--- src/rtl/controle_pkg.sv ---
// controle_pkg -- shared definitions for the controle sequencer and the
// operativo datapath it drives.
//   * State encoding of the controle FSM (3-bit, legacy-compatible constants).
//   * Named mux-select constants for mux-0, mux-1 (ULA left) and mux-2
//     (ULA right), plus the ULA operation codes.
//   * ctrl_t: the bundle of Moore-decoded control outputs.
package controle_pkg;

    // FSM state encoding
    localparam logic [2:0] ST_IDLE  = 3'd0;
    localparam logic [2:0] ST_LOADX = 3'd1;
    localparam logic [2:0] ST_CALCH = 3'd2;
    localparam logic [2:0] ST_CLRS  = 3'd3;
    localparam logic [2:0] ST_LOOP  = 3'd4;
    localparam logic [2:0] ST_ADDA  = 3'd5;
    localparam logic [2:0] ST_SUBC  = 3'd6;
    localparam logic [2:0] ST_DONE  = 3'd7;

    // mux-0: constant/input operand
    localparam logic [1:0] SEL0_ZERO = 2'b00;
    localparam logic [1:0] SEL0_A    = 2'b01;
    localparam logic [1:0] SEL0_B    = 2'b10;
    localparam logic [1:0] SEL0_C    = 2'b11;

    // mux-1: ULA left operand
    localparam logic [1:0] SEL1_MUX0 = 2'b00;
    localparam logic [1:0] SEL1_X    = 2'b01;
    localparam logic [1:0] SEL1_S    = 2'b10;
    localparam logic [1:0] SEL1_H    = 2'b11;

    // mux-2: ULA right operand
    localparam logic [1:0] SEL2_X    = 2'b00;
    localparam logic [1:0] SEL2_MUX0 = 2'b01;
    localparam logic [1:0] SEL2_S    = 2'b10;
    localparam logic [1:0] SEL2_H    = 2'b11;

    // ULA operation (16-bit wrap-around)
    localparam logic OP_ADD = 1'b0;
    localparam logic OP_SUB = 1'b1;

    typedef struct packed {
        logic       lx;
        logic [1:0] m0;
        logic [1:0] m1;
        logic [1:0] m2;
        logic       h;
        logic       ls;
        logic       lh;
        logic       pronto;
    } ctrl_t;

    localparam ctrl_t CTRL_NONE = '0;

endpackage

--- src/rtl/controle_if.sv ---
// controle_if -- handshake and control bus between a host, the controle
// sequencer and the operativo datapath.
//   inicio, n           : start request and iteration count (host -> controle)
//   lx, ls, lh          : register load enables for X, S and H
//   m0, m1, m2          : datapath mux selects
//   h                   : ULA operation (0 add, 1 subtract)
//   pronto              : one-cycle completion pulse
//   ocupado             : sequencer busy (not IDLE)
// modport master: the host side; modport slave: the controle side.
interface controle_if #(
    parameter int N_W = 4
);
    logic           inicio;
    logic [N_W-1:0] n;
    logic           lx;
    logic [1:0]     m0;
    logic [1:0]     m1;
    logic [1:0]     m2;
    logic           h;
    logic           ls;
    logic           lh;
    logic           pronto;
    logic           ocupado;

    modport master (
        output inicio, n,
        input  lx, m0, m1, m2, h, ls, lh, pronto, ocupado
    );

    modport slave (
        input  inicio, n,
        output lx, m0, m1, m2, h, ls, lh, pronto, ocupado
    );
endinterface

--- src/rtl/controle_contador.sv ---
// controle_contador -- the contador: N_W-bit down-counter holding the
// remaining iteration count of the controle sequencer.
//   ck    : clock (rising edge)
//   rst   : synchronous active-high reset, clears the count
//   carga : load d into the counter (has priority over dec)
//   dec   : decrement by one
//   d     : load value
//   cnt   : current count
//   zero  : cnt == 0
module controle_contador #(
    parameter int N_W = 4
) (
    input  logic           ck,
    input  logic           rst,
    input  logic           carga,
    input  logic           dec,
    input  logic [N_W-1:0] d,
    output logic [N_W-1:0] cnt,
    output logic           zero
);
    localparam logic [N_W-1:0] UM = N_W'(1);

    always_ff @(posedge ck) begin
        if (rst) begin
            cnt <= '0;
        end else if (carga) begin
            cnt <= d;
        end else if (dec) begin
            cnt <= cnt - UM;
        end
    end

    assign zero = (cnt == '0);
endmodule

--- src/rtl/controle.sv ---
// controle -- sequencer for the operativo datapath computing
//   Resultado = n*(X+B) + A - C  (mod 2^16)
// Sequence: IDLE -> LOADX -> CALCH (H=B+X) -> CLRS (S=0) -> LOOP x n
// (S=S+H) -> ADDA (S=A+S) -> SUBC (S=S-C) -> DONE (pronto) -> IDLE.
// All outputs are Moore-decoded from the state register.
//   ck  : clock (rising edge)
//   rst : synchronous active-high reset, forces IDLE and clears the count
//   bus : controle_if slave modport (inicio/n in, control outputs out);
//         its N_W must match this module's N_W
module controle
    import controle_pkg::*;
#(
    parameter int N_W = 4
) (
    input  logic ck,
    input  logic rst,
    controle_if.slave bus
);
    localparam logic [N_W-1:0] CNT_UM = N_W'(1);

    logic [2:0]     state;
    logic [2:0]     state_nxt;
    logic [N_W-1:0] cnt;
    logic           cnt_zero;
    logic           cnt_carga;
    logic           cnt_dec;
    ctrl_t          ctrl;

    // Moore output decode; anything not named for a state stays 0.
    function automatic ctrl_t decode(input logic [2:0] st);
        ctrl_t c;
        c = CTRL_NONE;
        case (st)
            ST_LOADX: c.lx = 1'b1;
            ST_CALCH: begin
                c.m0 = SEL0_B;
                c.m1 = SEL1_MUX0;
                c.m2 = SEL2_X;
                c.h  = OP_ADD;
                c.lh = 1'b1;
            end
            ST_CLRS: begin
                c.m0 = SEL0_ZERO;
                c.m1 = SEL1_MUX0;
                c.m2 = SEL2_MUX0;
                c.h  = OP_ADD;
                c.ls = 1'b1;
            end
            ST_LOOP: begin
                c.m1 = SEL1_S;
                c.m2 = SEL2_H;
                c.h  = OP_ADD;
                c.ls = 1'b1;
            end
            ST_ADDA: begin
                c.m0 = SEL0_A;
                c.m1 = SEL1_MUX0;
                c.m2 = SEL2_S;
                c.h  = OP_ADD;
                c.ls = 1'b1;
            end
            ST_SUBC: begin
                c.m0 = SEL0_C;
                c.m1 = SEL1_S;
                c.m2 = SEL2_MUX0;
                c.h  = OP_SUB;
                c.ls = 1'b1;
            end
            ST_DONE: c.pronto = 1'b1;
            default: c = CTRL_NONE;
        endcase
        return c;
    endfunction

    // n is captured only when a start is accepted, so later changes on n
    // and inicio pulses while busy have no effect.
    assign cnt_carga = (state == ST_IDLE) && bus.inicio;
    assign cnt_dec   = (state == ST_LOOP);

    controle_contador #(
        .N_W (N_W)
    ) u_contador (
        .ck    (ck),
        .rst   (rst),
        .carga (cnt_carga),
        .dec   (cnt_dec),
        .d     (bus.n),
        .cnt   (cnt),
        .zero  (cnt_zero)
    );

    always_comb begin
        state_nxt = state;
        case (state)
            ST_IDLE:  if (bus.inicio) state_nxt = ST_LOADX;
            ST_LOADX: state_nxt = ST_CALCH;
            ST_CALCH: state_nxt = ST_CLRS;
            ST_CLRS:  state_nxt = cnt_zero ? ST_ADDA : ST_LOOP;
            // Leaving on cnt==1 (not 0) keeps LOOP to exactly n cycles and
            // means the counter never wraps, even for n = 2^N_W-1.
            ST_LOOP:  if (cnt == CNT_UM) state_nxt = ST_ADDA;
            ST_ADDA:  state_nxt = ST_SUBC;
            ST_SUBC:  state_nxt = ST_DONE;
            ST_DONE:  state_nxt = ST_IDLE;
            default:  state_nxt = ST_IDLE;
        endcase
    end

    always_ff @(posedge ck) begin
        if (rst) begin
            state <= ST_IDLE;
        end else begin
            state <= state_nxt;
        end
    end

    assign ctrl        = decode(state);
    assign bus.lx      = ctrl.lx;
    assign bus.m0      = ctrl.m0;
    assign bus.m1      = ctrl.m1;
    assign bus.m2      = ctrl.m2;
    assign bus.h       = ctrl.h;
    assign bus.ls      = ctrl.ls;
    assign bus.lh      = ctrl.lh;
    assign bus.pronto  = ctrl.pronto;
    assign bus.ocupado = (state != ST_IDLE);
endmodule

--- src/flat_wrapper.sv ---
// flat-port wrapper written by rule: the top's interface ports become plain ports
module controle_flat import controle_pkg::*;
#(
    parameter int N_W = 4
)
  (ck, rst, bus_inicio, bus_n, bus_lx, bus_m0, bus_m1, bus_m2, bus_h, bus_ls, bus_lh, bus_pronto, bus_ocupado);
  controle_if #(.N_W(N_W)) bus_i ();
  input  logic ck;
  input  logic rst;
  input wire logic [$bits(bus_i.inicio)-1:0] bus_inicio;
  input wire logic [$bits(bus_i.n)-1:0] bus_n;
  output wire logic [$bits(bus_i.lx)-1:0] bus_lx;
  output wire logic [$bits(bus_i.m0)-1:0] bus_m0;
  output wire logic [$bits(bus_i.m1)-1:0] bus_m1;
  output wire logic [$bits(bus_i.m2)-1:0] bus_m2;
  output wire logic [$bits(bus_i.h)-1:0] bus_h;
  output wire logic [$bits(bus_i.ls)-1:0] bus_ls;
  output wire logic [$bits(bus_i.lh)-1:0] bus_lh;
  output wire logic [$bits(bus_i.pronto)-1:0] bus_pronto;
  output wire logic [$bits(bus_i.ocupado)-1:0] bus_ocupado;
  assign bus_i.inicio = bus_inicio;
  assign bus_i.n = bus_n;
  assign bus_lx = bus_i.lx;
  assign bus_m0 = bus_i.m0;
  assign bus_m1 = bus_i.m1;
  assign bus_m2 = bus_i.m2;
  assign bus_h = bus_i.h;
  assign bus_ls = bus_i.ls;
  assign bus_lh = bus_i.lh;
  assign bus_pronto = bus_i.pronto;
  assign bus_ocupado = bus_i.ocupado;
  controle #(.N_W(N_W)) u_core (.ck(ck), .rst(rst), .bus(bus_i));
endmodule
--- config.mk ---
export PLATFORM = sky130hd
export DESIGN_NAME = controle_flat
export DESIGN_NICKNAME = d
export VERILOG_FILES = /design/src/rtl/controle_pkg.sv /design/src/rtl/controle_if.sv /design/src/rtl/controle_contador.sv /design/src/rtl/controle.sv /design/src/flat_wrapper.sv
export SDC_FILE = /design/constraint.sdc
export NUM_CORES = 1
export LEC_CHECK = 0
export CORE_MARGIN = 3
export CORE_UTILIZATION = 41
export CTS_BUF_LIST = sky130_fd_sc_hd__clkbuf_16
export DETAILED_ROUTE_END_ITERATION = 12
export GPL_ROUTABILITY_DRIVEN = 1
export PLACE_DENSITY = 0.73
export REMOVE_ABC_BUFFERS = 1
export SYNTH_ARGS = -nofsm -noshare
export SYNTH_HDL_FRONTEND = slang
export SYNTH_HIERARCHICAL = 1
export SYNTH_SLANG_ARGS = --single-unit
--- constraint.sdc ---
create_clock -name ck -period 2.6 [get_ports ck]
set_input_delay 0.52 -clock ck [delete_from_list [all_inputs] [get_ports ck]]
set_output_delay 0.52 -clock ck [all_outputs]
set_load 0.02 [all_outputs]
* Word level (Yosys, flattened, before mapping)
Index checks and enable logic that the tools add are counted.
** Cells by class
- $add $sub $neg :: 1
- Shifts and indexed selects :: 0
- Multiply operators :: 0
- Reduce and logical (&&, ||, !) cells :: 7
- Eq/ne operators :: 10
- Div/mod/pow operators :: 0
- Mux-type cells :: 12
- Bitwise logic cells :: 0
- Order comparisons :: 0
** Operators with widths (count)
- $pmux W3 S8 :: 1
- $pmux W5 S4 :: 1
- $eq A3 B3 Y1 const B :: 4
- $mux W4 :: 2
- $eq A3 B2 Y1 const B :: 2
- $mux W3 :: 2
- $pmux W2 S3 :: 1
- $mux W1 :: 5
- $eq A4 B1 Y1 const B :: 1
- $logic_not A4 Y1 :: 1
- $ne A2 B2 Y1 const B :: 2
- $reduce_or A4 Y1 :: 1
- $sub A4 B1 Y4 const B :: 1
- $eq A3 B1 Y1 const B :: 1
- $logic_not A3 Y1 :: 1
- $reduce_bool A3 Y1 :: 1
- $reduce_and A2 Y1 :: 1
- $reduce_bool A2 Y1 :: 1
- $logic_and A1 B1 Y1 :: 1
** Storage, ports and cells
- Bits in latches :: 0
- Output and inout port bits :: 12
- ROM bits :: 0
- Memories kept :: 0
- Input bits :: 7
- Register bits after elaboration :: 7
- Memory bits (writable) :: 0

* Depth between registers and ports, before layout
Gate-level depths: netlist of the first run.
- Depth in word-level cells :: 3
- Mapped depth :: 7
- Mapped depth without buffers :: 6

* Modules after synthesis
Netlist of the first run, hierarchy kept.
** Modules (own cells, without submodules)
- controle :: cells an instance 41, instances 1, area each 331.6 um2
- controle_contador :: cells an instance 26, instances 1, area each 232.7 um2

* Least setup slack after synthesis of the first run
OpenSTA, ideal clock, no wires.
- Path kind :: register to output
- Start point :: reg u_core.state[0]
- End point :: out bus_m1[1]
- Path slack :: 805 ps
- Arrival :: 1275 ps
- Stages on the path, launching flop included :: 5
- Data required time :: 2080 ps
- Path buffers :: 0
- Path through :: dfxtp_1 > inv_1 > ha_1 > and2_1 > or2_2
** On the way
- Longest elaborated chain between the ends :: 2
- Elaborated cells between the ends (all ways) :: 5
** Ends and longest elaborated chain
- from (decl) :: RTL line controle.sv:21 : logic [2:0] state;
- from (signal assigned) :: RTL line controle.sv:113 : state <= state_nxt;
- $eq A3 B3 Y1 / $eq A3 B2 Y1 (equally long branches) :: RTL line controle.sv:33 : case (st)
- $pmux W5 S4 * :: RTL line controle.sv:33
- to (decl) :: RTL line flat_wrapper.sv:14 : output wire logic [$bits(bus_i.m1)-1:0] bus_m1;
Mark *: on every way between the ends. The rest lies on a longest branch, timed or not.

* Final worst setup path of the first run
- Start point :: reg u_core.state[0]
- End point :: out bus_m2[0]
** On the way
- Longest elaborated chain between the ends :: 2
- Elaborated cells between the ends (all ways) :: 5
** Ends and longest elaborated chain
- $eq A3 B3 Y1 / $eq A3 B2 Y1 (equally long branches) :: RTL line controle.sv:33
- $pmux W5 S4 * :: RTL line controle.sv:33
- to (decl) :: RTL line flat_wrapper.sv:15 : output wire logic [$bits(bus_i.m2)-1:0] bus_m2;
Marked as above.

==> impl_summary.md, run 1 <==
Layout
The final layout contains 99 nets. The top cell types in the final layout, fill and taps aside, are 15 x sky130_fd_sc_hd__clkdlybuf4s50_1, 9 x sky130_fd_sc_hd__inv_1, 7 x sky130_fd_sc_hd__dfxtp_1, 6 x sky130_fd_sc_hd__ha_1, 5 x sky130_fd_sc_hd__nand2_1. The filler cells instantiated in the layout total 103. The library cell used most frequently in the layout, excluding fill and tap cells, is sky130_fd_sc_hd__clkdlybuf4s50_1. The layout overhead on the synthesized area is 45.7%. The number of antenna cells inserted is 0.

The share of layout cells above drive strength 1 is 0.0941. Measured on the finished design, the core utilization comes to 0.684. The final cell count without fillers is 99.

Detailed routing
The wire length per cell after detailed routing is 11.9 µm. The total via count after detailed routing is 504. For this run, design rule violations remaining after detail routing come to 0.

After detailed routing, the number of vias per cell comes to 5.09. The first routing iteration left 10 violations. In this run the remaining antenna-violating nets after routing total 0. The number of iterations in the first detailed-routing pass is 4.

The total routed wirelength is 1180 µm.

Yosys
The mean area per synthesized cell is 8.42 µm². The count of state elements after synthesis is 7. The area share of the leading cell type in the synthesized netlist is 0.248. Of the synthesized area, sequential elements account for 0.248. Of the total synthesized cell area, the portion taken by XOR and XNOR cells is 0.0466. By area the synthesized netlist is led by sky130_fd_sc_hd__dfxtp_1 25%, sky130_fd_sc_hd__ha_1 13%, sky130_fd_sc_hd__inv_1 5.3%.

The main combinational cell family by area after synthesis is simple AND/OR/NAND/NOR gates. The number of warning messages in the yosys log is 6. The synthesized-area fraction occupied by adder cells is 0.133. The mapped netlist covers 564 µm².

Counting flops with an async set or reset pin after synthesis yields a share of 0. The number of instances in the synthesized netlist is 67. The most used flip-flop cell after synthesis is sky130_fd_sc_hd__dfxtp_1.

Measured against the total synthesized area, the mux share comes to 0.0355. The post-synthesis share of cell area spent on and, or, nand and nor gates is 0.277. The fraction of the mapped netlist area in compound gates is 0.173. Yosys mapped a number of flops with a built-in enable equal to 0. The leading area contributor after synthesis is sky130_fd_sc_hd__dfxtp_1. Yosys mapped the design onto 26 distinct sky130hd cell types.

Global route
The first global-routing pass estimated 1870 µm of wire. The routing usage on met1 is 0.176. The via count of the first global-routing pass is 458.

The number of antenna violations at the first check in global routing is 0. The fraction of met2 tracks used by global routing is 0.198. For this run, global-route usage on met3 was measured as 0.0381. The overall overflow remaining after global route is 0. The global routing usage summed across all routing layers is 0.135. The pin count of the biggest net entering global routing is 14.

The most crowded layer after global routing is met2.

Clocking
The maximum buffer depth of the clock tree is 2. The clock net sink count is 7. The H-tree depth is 1.

The later-pin clock latency in the skew report is 0.23 ns. TritonCTS built the clock tree. After clock tree synthesis, the flow added hold-fix buffers numbering 0. The clock-pin slew of the registers on the worst-case setup and hold paths is 0.03 ns. The CTS buffer count is 3. The root buffer selected by CTS is sky130_fd_sc_hd__clkbuf_16.

Placement
Port buffering added 17 buffers. The final estimated routing congestion in global placement is 0.705. The number of placed instances, taps included, is 95. The HPWL after detailed placement is 906 µm.

Critical path
The data arrival at the endpoint of the critical path is 1.87 ns. The reg-to-reg setup timing slack is 0.89 ns. The endpoint class of the critical path is an output port. The reg-to-reg critical path endpoint is u_core/state[0].

The logic depth of the worst register-to-register path is 5. The largest fanout on the critical path is 6. The required time at the worst-slack endpoint is 2.08 ns.

The type of the worst setup path is flop to output port. The beginning of the worst register-to-register path is u_core/state[0]. The worst setup path is launched from a flop.

Timing
The number of max-slew violations in the final report is 0. The setup total negative slack is 0 ns. The smallest clock period supported by the final layout is computed as 2.39 ns.

Across the routed clock network, the largest skew measured is 0.000177 ns. Static timing analysis puts the maximum clock frequency at 419 MHz. The final count of hold timing violations was 0.

The minimum hold slack is 0.537 ns. For the pin with the worst max-slew slack, the measured transition is 0.507 ns. Of the available clock period, the critical path in the final layout requires 0.918. The final-report setup violation count is 0. Setup repair after global routing left no endpoint under its margin. Measured against its own limit, the worst slew margin works out to 0.661.

Min path
The endpoint of the worst hold-timing path is u_core/state[1]. Counting instances, the worst hold path has a depth of 2. The type of the worst min-delay path is flop to flop. In this run the most critical hold path is launched from u_core/state[1].

Pwr
Of the total power, the share spent switching nets is 0.370. The share of total power dissipated in sequential elements is 0.216. The internal power is 0.565 mW.

The clock share of power is 0.283. The share of total power dissipated in combinational logic is 0.501. Dividing total power by cell area gives a power density of 1090 nW/µm². The peak ir drop on the vdd network is 0.747 mV. The switching power is 0.332 mW. The static power due to leakage is 0.389 nW.

Floorplan
The floorplan step defined a die boundary enclosing 1860 µm². The row count is 12. The core region is 1200 µm². For this design the top-level I/O count stands at 19. The initial utilization of the core area, before any placement, comes to 0.470. The floorplan step set the die width to 43.1 µm. Measured along the y axis, the die boundary spans 43.1 µm.

Flow run
The tool flagged a number of max-cap violations equal to 0.

Outcome
The run finished with clean final reports.
Yosys cell counts, drive strengths merged, types with 3 or more instances:
library cell and count:
and2 3, nor2 4, nand2b 3, ha 6
nor3b 3, inv 8, o21a 4, a21oi 5
nand2 5, dfxtp 7
cells by family (layout without fill, tap and decap cells):
family	after synthesis	in the layout
AOI/OAI and AO/OA	13	13
other	1	1
xor gates and xnor gates	3	3
buffers and inverters	11	29
and+or+nand+nor	24	24
muxes	2	2
DFF	7	7
adders and majority gates	6	6
sequential cells by signal, summed over array words and instances, names as in the netlist:
register,flops
u_core/u_contador/cnt,4
u_core/state,3
worst max-delay path by stage:
stage	end	startpoint	cells past startpoint
detailed placement	bus_m1[1]	u_core/state[0]	5
global route	bus_m2[0]	u_core/state[0]	5
global placement	bus_m1[1]	u_core/state[0]	5
finish	bus_m2[0]	u_core/state[0]	5
floorplan	bus_m1[1]	u_core/state[0]	4
CTS	bus_m1[1]	u_core/state[0]	5
what timing repair did:
| item | in CTS | in global routing |
|---|---|---|
| endpoints found under the setup margin | 0 | 2 |
| setup buffers | 0 | 0 |
| resized for setup | 0 | 3 |
worst max-delay path, cell delays in order, from the launching register on:
cell	delay (ns)
sky130_fd_sc_hd__dfxtp_1	0.38
sky130_fd_sc_hd__inv_1	0.10
sky130_fd_sc_hd__ha_1	0.26
sky130_fd_sc_hd__nand2b_1	0.18
sky130_fd_sc_hd__o22a_1	0.19
sky130_fd_sc_hd__clkdlybuf4s50_1	0.53
per-layer routing:
layer	vias to the layer above	part of all wire
li1	259	-
met1	228	0.48
met2	15	0.46
met3	2	0.059
met4	0	0.0051
met5	-	0
cell type report:
cell class / instances / area [µm²] / area share
multi-input combinational: 49 / 380 / 0.463
timing repair buffer: 17 / 175 / 0.213
sequential: 7 / 140 / 0.170
clock buffer: 3 / 75.1 / 0.0913
inverter: 8 / 30.0 / 0.0365
tap: 14 / 17.5 / 0.0213
clock inverter: 1 / 3.75 / 0.00457
power by group through the flow:
| stage | sequential [mW] | combinational [mW] | clock [mW] |
|---|---|---|---|
| 2_1_floorplan | 0.184 | 0.305 | 0 |
| 3_3_place_gp | 0.191 | 0.452 | 0 |
| 3_5_place_dp | 0.194 | 0.450 | 0 |
| 4_1_cts | 0.193 | 0.454 | 0.259 |
| 5_1_grt | 0.198 | 0.489 | 0.263 |
| 6_report | 0.193 | 0.449 | 0.254 |
through the flow:
step	power, mW	area, µm²	setup WS [ns]
6_report	0.896	822	0.213
5_1_grt	0.951	822	0.104
4_1_cts	0.906	816	0.00480
3_5_place_dp	0.645	737	0.253
3_3_place_gp	0.643	737	0.314
2_1_floorplan	0.488	549	0.805
Power figures use the tool's default switching activity.
==> run 2, diff against run 1 <==
--- a/config.mk
+++ b/config.mk
@@ -5,14 +5,14 @@
 export SDC_FILE = /design/constraint.sdc
 export NUM_CORES = 1
 export LEC_CHECK = 0
-export CORE_MARGIN = 3
-export CORE_UTILIZATION = 41
+export CORE_AREA = 3 3 40 42
 export CTS_BUF_LIST = sky130_fd_sc_hd__clkbuf_16
 export DETAILED_ROUTE_END_ITERATION = 12
+export DIE_AREA = 0 0 43 45
 export GPL_ROUTABILITY_DRIVEN = 1
-export PLACE_DENSITY = 0.73
+export PLACE_DENSITY = 0.67
 export REMOVE_ABC_BUFFERS = 1
 export SYNTH_ARGS = -nofsm -noshare
 export SYNTH_HDL_FRONTEND = slang
-export SYNTH_HIERARCHICAL = 1
 export SYNTH_SLANG_ARGS = --single-unit
+export TNS_END_PERCENT = 50
==> run 2 against run 1 <==
Effect of this change: clock power barely moved; synthesized area fell by 18%; fmax rose by 4.5%; sequential power fell by 11%; combinational power fell by 49%; synthesized cell count fell by 12%; flip-flop and latch count did not move; die area rose by 4.2%.
==> impl_summary.md, run 2 <==
Outcome
The flow ran to the end, and the final reports show no timing, DRC or antenna violations.

Clocking
TritonCTS built the clock tree. Counting the buffers created by CTS gives 3. The number of buffers added to fix hold violations after cts is 0. The maximum buffer depth of the clock tree is 2. The number of setup buffers added after CTS is 0. The clock drives 7 sinks. Gates resized during post-CTS repair numbered 0. Clock-pin slew was measured on the worst setup and hold paths at 0.04 ns.

The tree is rooted in a sky130_fd_sc_hd__clkbuf_16. For the worst-skew pair, the clock arrives at the later sink with an insertion delay of 0.23 ns. The H-tree depth is 1.

Critical path
The critical path goes through nor2b_1, and2_1, clkdlybuf4s50_1. The worst setup path is launched from a flop. The worst setup path is captured at an output port. The largest fanout on the critical path is 13. Counting both buffers and inverters, the worst setup path holds a total of 1. The highest-delay cell along the critical path is sky130_fd_sc_hd__clkdlybuf4s50_1.

The logic depth of the worst register-to-register path is 3. The type of the worst setup path is flop to output port. In this run the number of cells on the critical path is 3.

The largest single stage delay on the critical path is 0.60 ns. In this design, the largest share of critical-path delay is due to buffers and inverters. The data arrival at the endpoint of the critical path is 1.76 ns.

Data on the critical path is required at its endpoint by 2.08 ns.

Min path
The number of cells on the worst hold path is 2. The type of the worst min-delay path is flop to flop.

Yosys
The share of the Yosys chip area taken by registers is 0.302. The most used flip-flop cell after synthesis is sky130_fd_sc_hd__dfxtp_1. The synthesized cell area is 464 µm².

By area the synthesized netlist is led by sky130_fd_sc_hd__dfxtp_1 30%, sky130_fd_sc_hd__nor2b_1 8.1%, sky130_fd_sc_hd__ha_1 5.4%. Summed over all instances, the cell type with the most area after synthesis is sky130_fd_sc_hd__dfxtp_1. Counting flops with a built-in enable in the synthesized netlist gives 0. The count of state elements after synthesis is 7. Counting instances in the post-synthesis netlist gives the leading cell types as 7 x sky130_fd_sc_hd__dfxtp_1, 6 x sky130_fd_sc_hd__nor2b_1, 5 x sky130_fd_sc_hd__nor2_1.

Counting flops with an async set or reset pin after synthesis yields a share of 0. The number of instances in the synthesized netlist is 59. Counting distinct cell types in the post-synthesis netlist gives 30. The area share of the leading cell type in the synthesized netlist is 0.302. For this run, the number of Yosys warnings is 0.

In the post-synthesis netlist, the cell with the most instances is sky130_fd_sc_hd__dfxtp_1. Dividing the synthesized area by the synthesized cell count gives 7.87 µm².

Timing
The routed design could run at a clock period as short as 2.28 ns. The final-report setup violation count is 0. The number of max-slew violations in the final report is 0. For this run, the top clock speed supported by timing is 438 MHz. The setup total negative slack is 0 ns. The final clock period utilization by the worst path is 0.878. Setup repair after global routing left no endpoint under its margin. The final setup skew is 0.00189 ns. The final count of hold timing violations was 0.

Layout
The share of layout cells above drive strength 1 is 0.0405. 0 antenna diodes ended up in the layout. The top cell types in the final layout, fill and taps aside, are 17 x sky130_fd_sc_hd__clkdlybuf4s50_1, 7 x sky130_fd_sc_hd__dfxtp_1, 6 x sky130_fd_sc_hd__nor2b_1, 5 x sky130_fd_sc_hd__nor2_1, 4 x sky130_fd_sc_hd__inv_1. Ranked by flip-flop count, first place goes to u_core.u_contador.cnt. At the end of the flow, the number of nets in the layout was 84. The largest registers in the layout are u_core.u_contador.cnt: 4 flops, u_core.state: 3 flops. Leaving out fill and tap cells, the most frequent cell in the layout is sky130_fd_sc_hd__clkdlybuf4s50_1. The layout overhead on the synthesized area is 51.8%. The register with the most flip-flops in the layout has 4 of them.

The number of filler instances in the final layout is 116. At the end of the flow the core is filled with cells to 0.548.

Placement
Routability-driven placement finished with a final weighted congestion of 0.710. The estimated wirelength of the detail-placed design is 760 µm. Input and output buffers added on the ports amount to 17.

Floorplan
The row count is 13. The core outline area is 1280 µm². For this design the top-level I/O count stands at 19. The die covers 1940 µm². The die is 45 µm tall. The width of the chip is 43 µm.

The initial cell density of the core is 0.361.

Detailed routing
The number of vias per cell is 5.10. Wires add up to 1100 µm. The wire length per cell after detailed routing is 12.3 µm.

For this run, the detailed router's first-pass iteration total came to 3. The total via count after detailed routing is 454. The remaining routing DRC violations is 0. The post-detailed-route count of antenna-violating nets is 0. For this block, the initial DRC count from the detailed router was 1.

Pwr
Of the total power, the clock network draws 0.390. For this design the total switching power over the nets is 0.207 mW. For this design the static power due to leakage is 0.280 nW.

Of the total power, registers draw 0.261. The share of total power consumed by net switching is 0.316. The power per cell area is 931 nW/µm². The peak ir drop on the vdd network is 0.405 mV. The fraction of power consumed by combinational cells is 0.349. The internal portion of the total power is 0.448 mW.

Global route
The pin count of the biggest net entering global routing is 14. The via count of the first global-routing pass is 378. The first global-routing pass estimated 1680 µm of wire. The overall overflow remaining after global route is 0. The number of antenna violations at the first check in global routing is 0. The global routing usage summed across all routing layers is 0.116.

Flow run
The max capacitance violation total is 0.
-- run 2: cell types whose count changed after synthesis, moves of 2 or more --
cell / before / now
sky130_fd_sc_hd__mux2i_1: 2 / 0
sky130_fd_sc_hd__nor2b_1: 2 / 6
sky130_fd_sc_hd__a21oi_1: 4 / 2
sky130_fd_sc_hd__ha_1: 6 / 2
sky130_fd_sc_hd__or3_1: 1 / 3
sky130_fd_sc_hd__nand2_1: 5 / 2
sky130_fd_sc_hd__nand3_1: 0 / 2
sky130_fd_sc_hd__o21a_1: 4 / 0
sky130_fd_sc_hd__inv_1: 8 / 3
sky130_fd_sc_hd__nand2b_1: 3 / 1
sky130_fd_sc_hd__clkbuf_1: 2 / 4
-- run 2: kinds of logic (layout without fill, tap and decap cells) --
family	after synthesis	count (layout)	synth area share
buffers and inverters	9	24	0.0835
adder cells (fa/ha/maj)	2	2	0.0539
XOR/XNOR	3	3	0.0566
AND/OR/NAND/NOR	27	27	0.345
other	1	1	0.00808
flip-flops	7	7	0.302
AO/OA/AOI/OAI	10	10	0.151
-- run 2: layer usage --
metal	wire length, µm	vias up	track usage
met5	0	-	0
met3	52	2	0.0319
li1	-	228	-
met2	522	12	0.189
met4	16	0	0.0542
met1	505	212	0.142
-- run 2: worst paths after layout --
path,from,end,slack [ns]
max,u_core.state[2],bus_h,0.32
min,u_core.u_contador.cnt[1],u_core.u_contador.cnt[1],0.48
max reg2reg,u_core.state[2],u_core.u_contador.cnt[3],0.83
min reg2reg,u_core.u_contador.cnt[1],u_core.u_contador.cnt[1],0.48
-- run 2: power groups by stage --
stage | clock network (mW) | registers (mW) | logic, mW
5_1_grt | 0.271 | 0.176 | 0.250
2_1_floorplan | 0 | 0.160 | 0.145
4_1_cts | 0.257 | 0.170 | 0.232
3_5_place_dp | 0 | 0.170 | 0.229
6_report | 0.255 | 0.171 | 0.229
3_3_place_gp | 0 | 0.170 | 0.229
-- run 2: final cells by class --
cell class	count	area, µm²	area share
well taps	15	18.8	0.0266
multi-input cells	43	285	0.405
flip-flops and latches	7	140	0.199
clock inverters	1	3.75	0.00533
repair buffers	17	170	0.242
clock buffers	3	75.1	0.107
inverters	3	11.3	0.0160
-- run 2: through the flow --
| step | hold slack, ns | std cells | cell area, µm² | power [mW] | setup slack [ns] |
|---|---|---|---|---|---|
| floorplan | 0.449 | 53 | 437 | 0.305 | 0.894 |
| global placement | 0.471 | 85 | 626 | 0.399 | 0.568 |
| detailed placement | 0.477 | 85 | 626 | 0.399 | 0.552 |
| CTS | 0.482 | 89 | 704 | 0.659 | 0.302 |
| global route | 0.503 | 89 | 704 | 0.697 | 0.233 |
| finish | 0.483 | 89 | 704 | 0.656 | 0.316 |
-- run 2: worst reg2reg max path: cells and delay by family (launching register included) --
kind / cells / cell delay [ns]
flops: 1 / 0.53
compound gates: 1 / 0.24
simple gates: 2 / 0.91
==> run 3, diff against run 2 <==
--- a/config.mk
+++ b/config.mk
@@ -5,6 +5,7 @@
 export SDC_FILE = /design/constraint.sdc
 export NUM_CORES = 1
 export LEC_CHECK = 0
+export CAP_MARGIN = 25
 export CORE_AREA = 3 3 40 42
 export CTS_BUF_LIST = sky130_fd_sc_hd__clkbuf_16
 export DETAILED_ROUTE_END_ITERATION = 12
==> results of run 3 <==
Same layout as run 2: the final DEF is identical, and so are final timing and power.
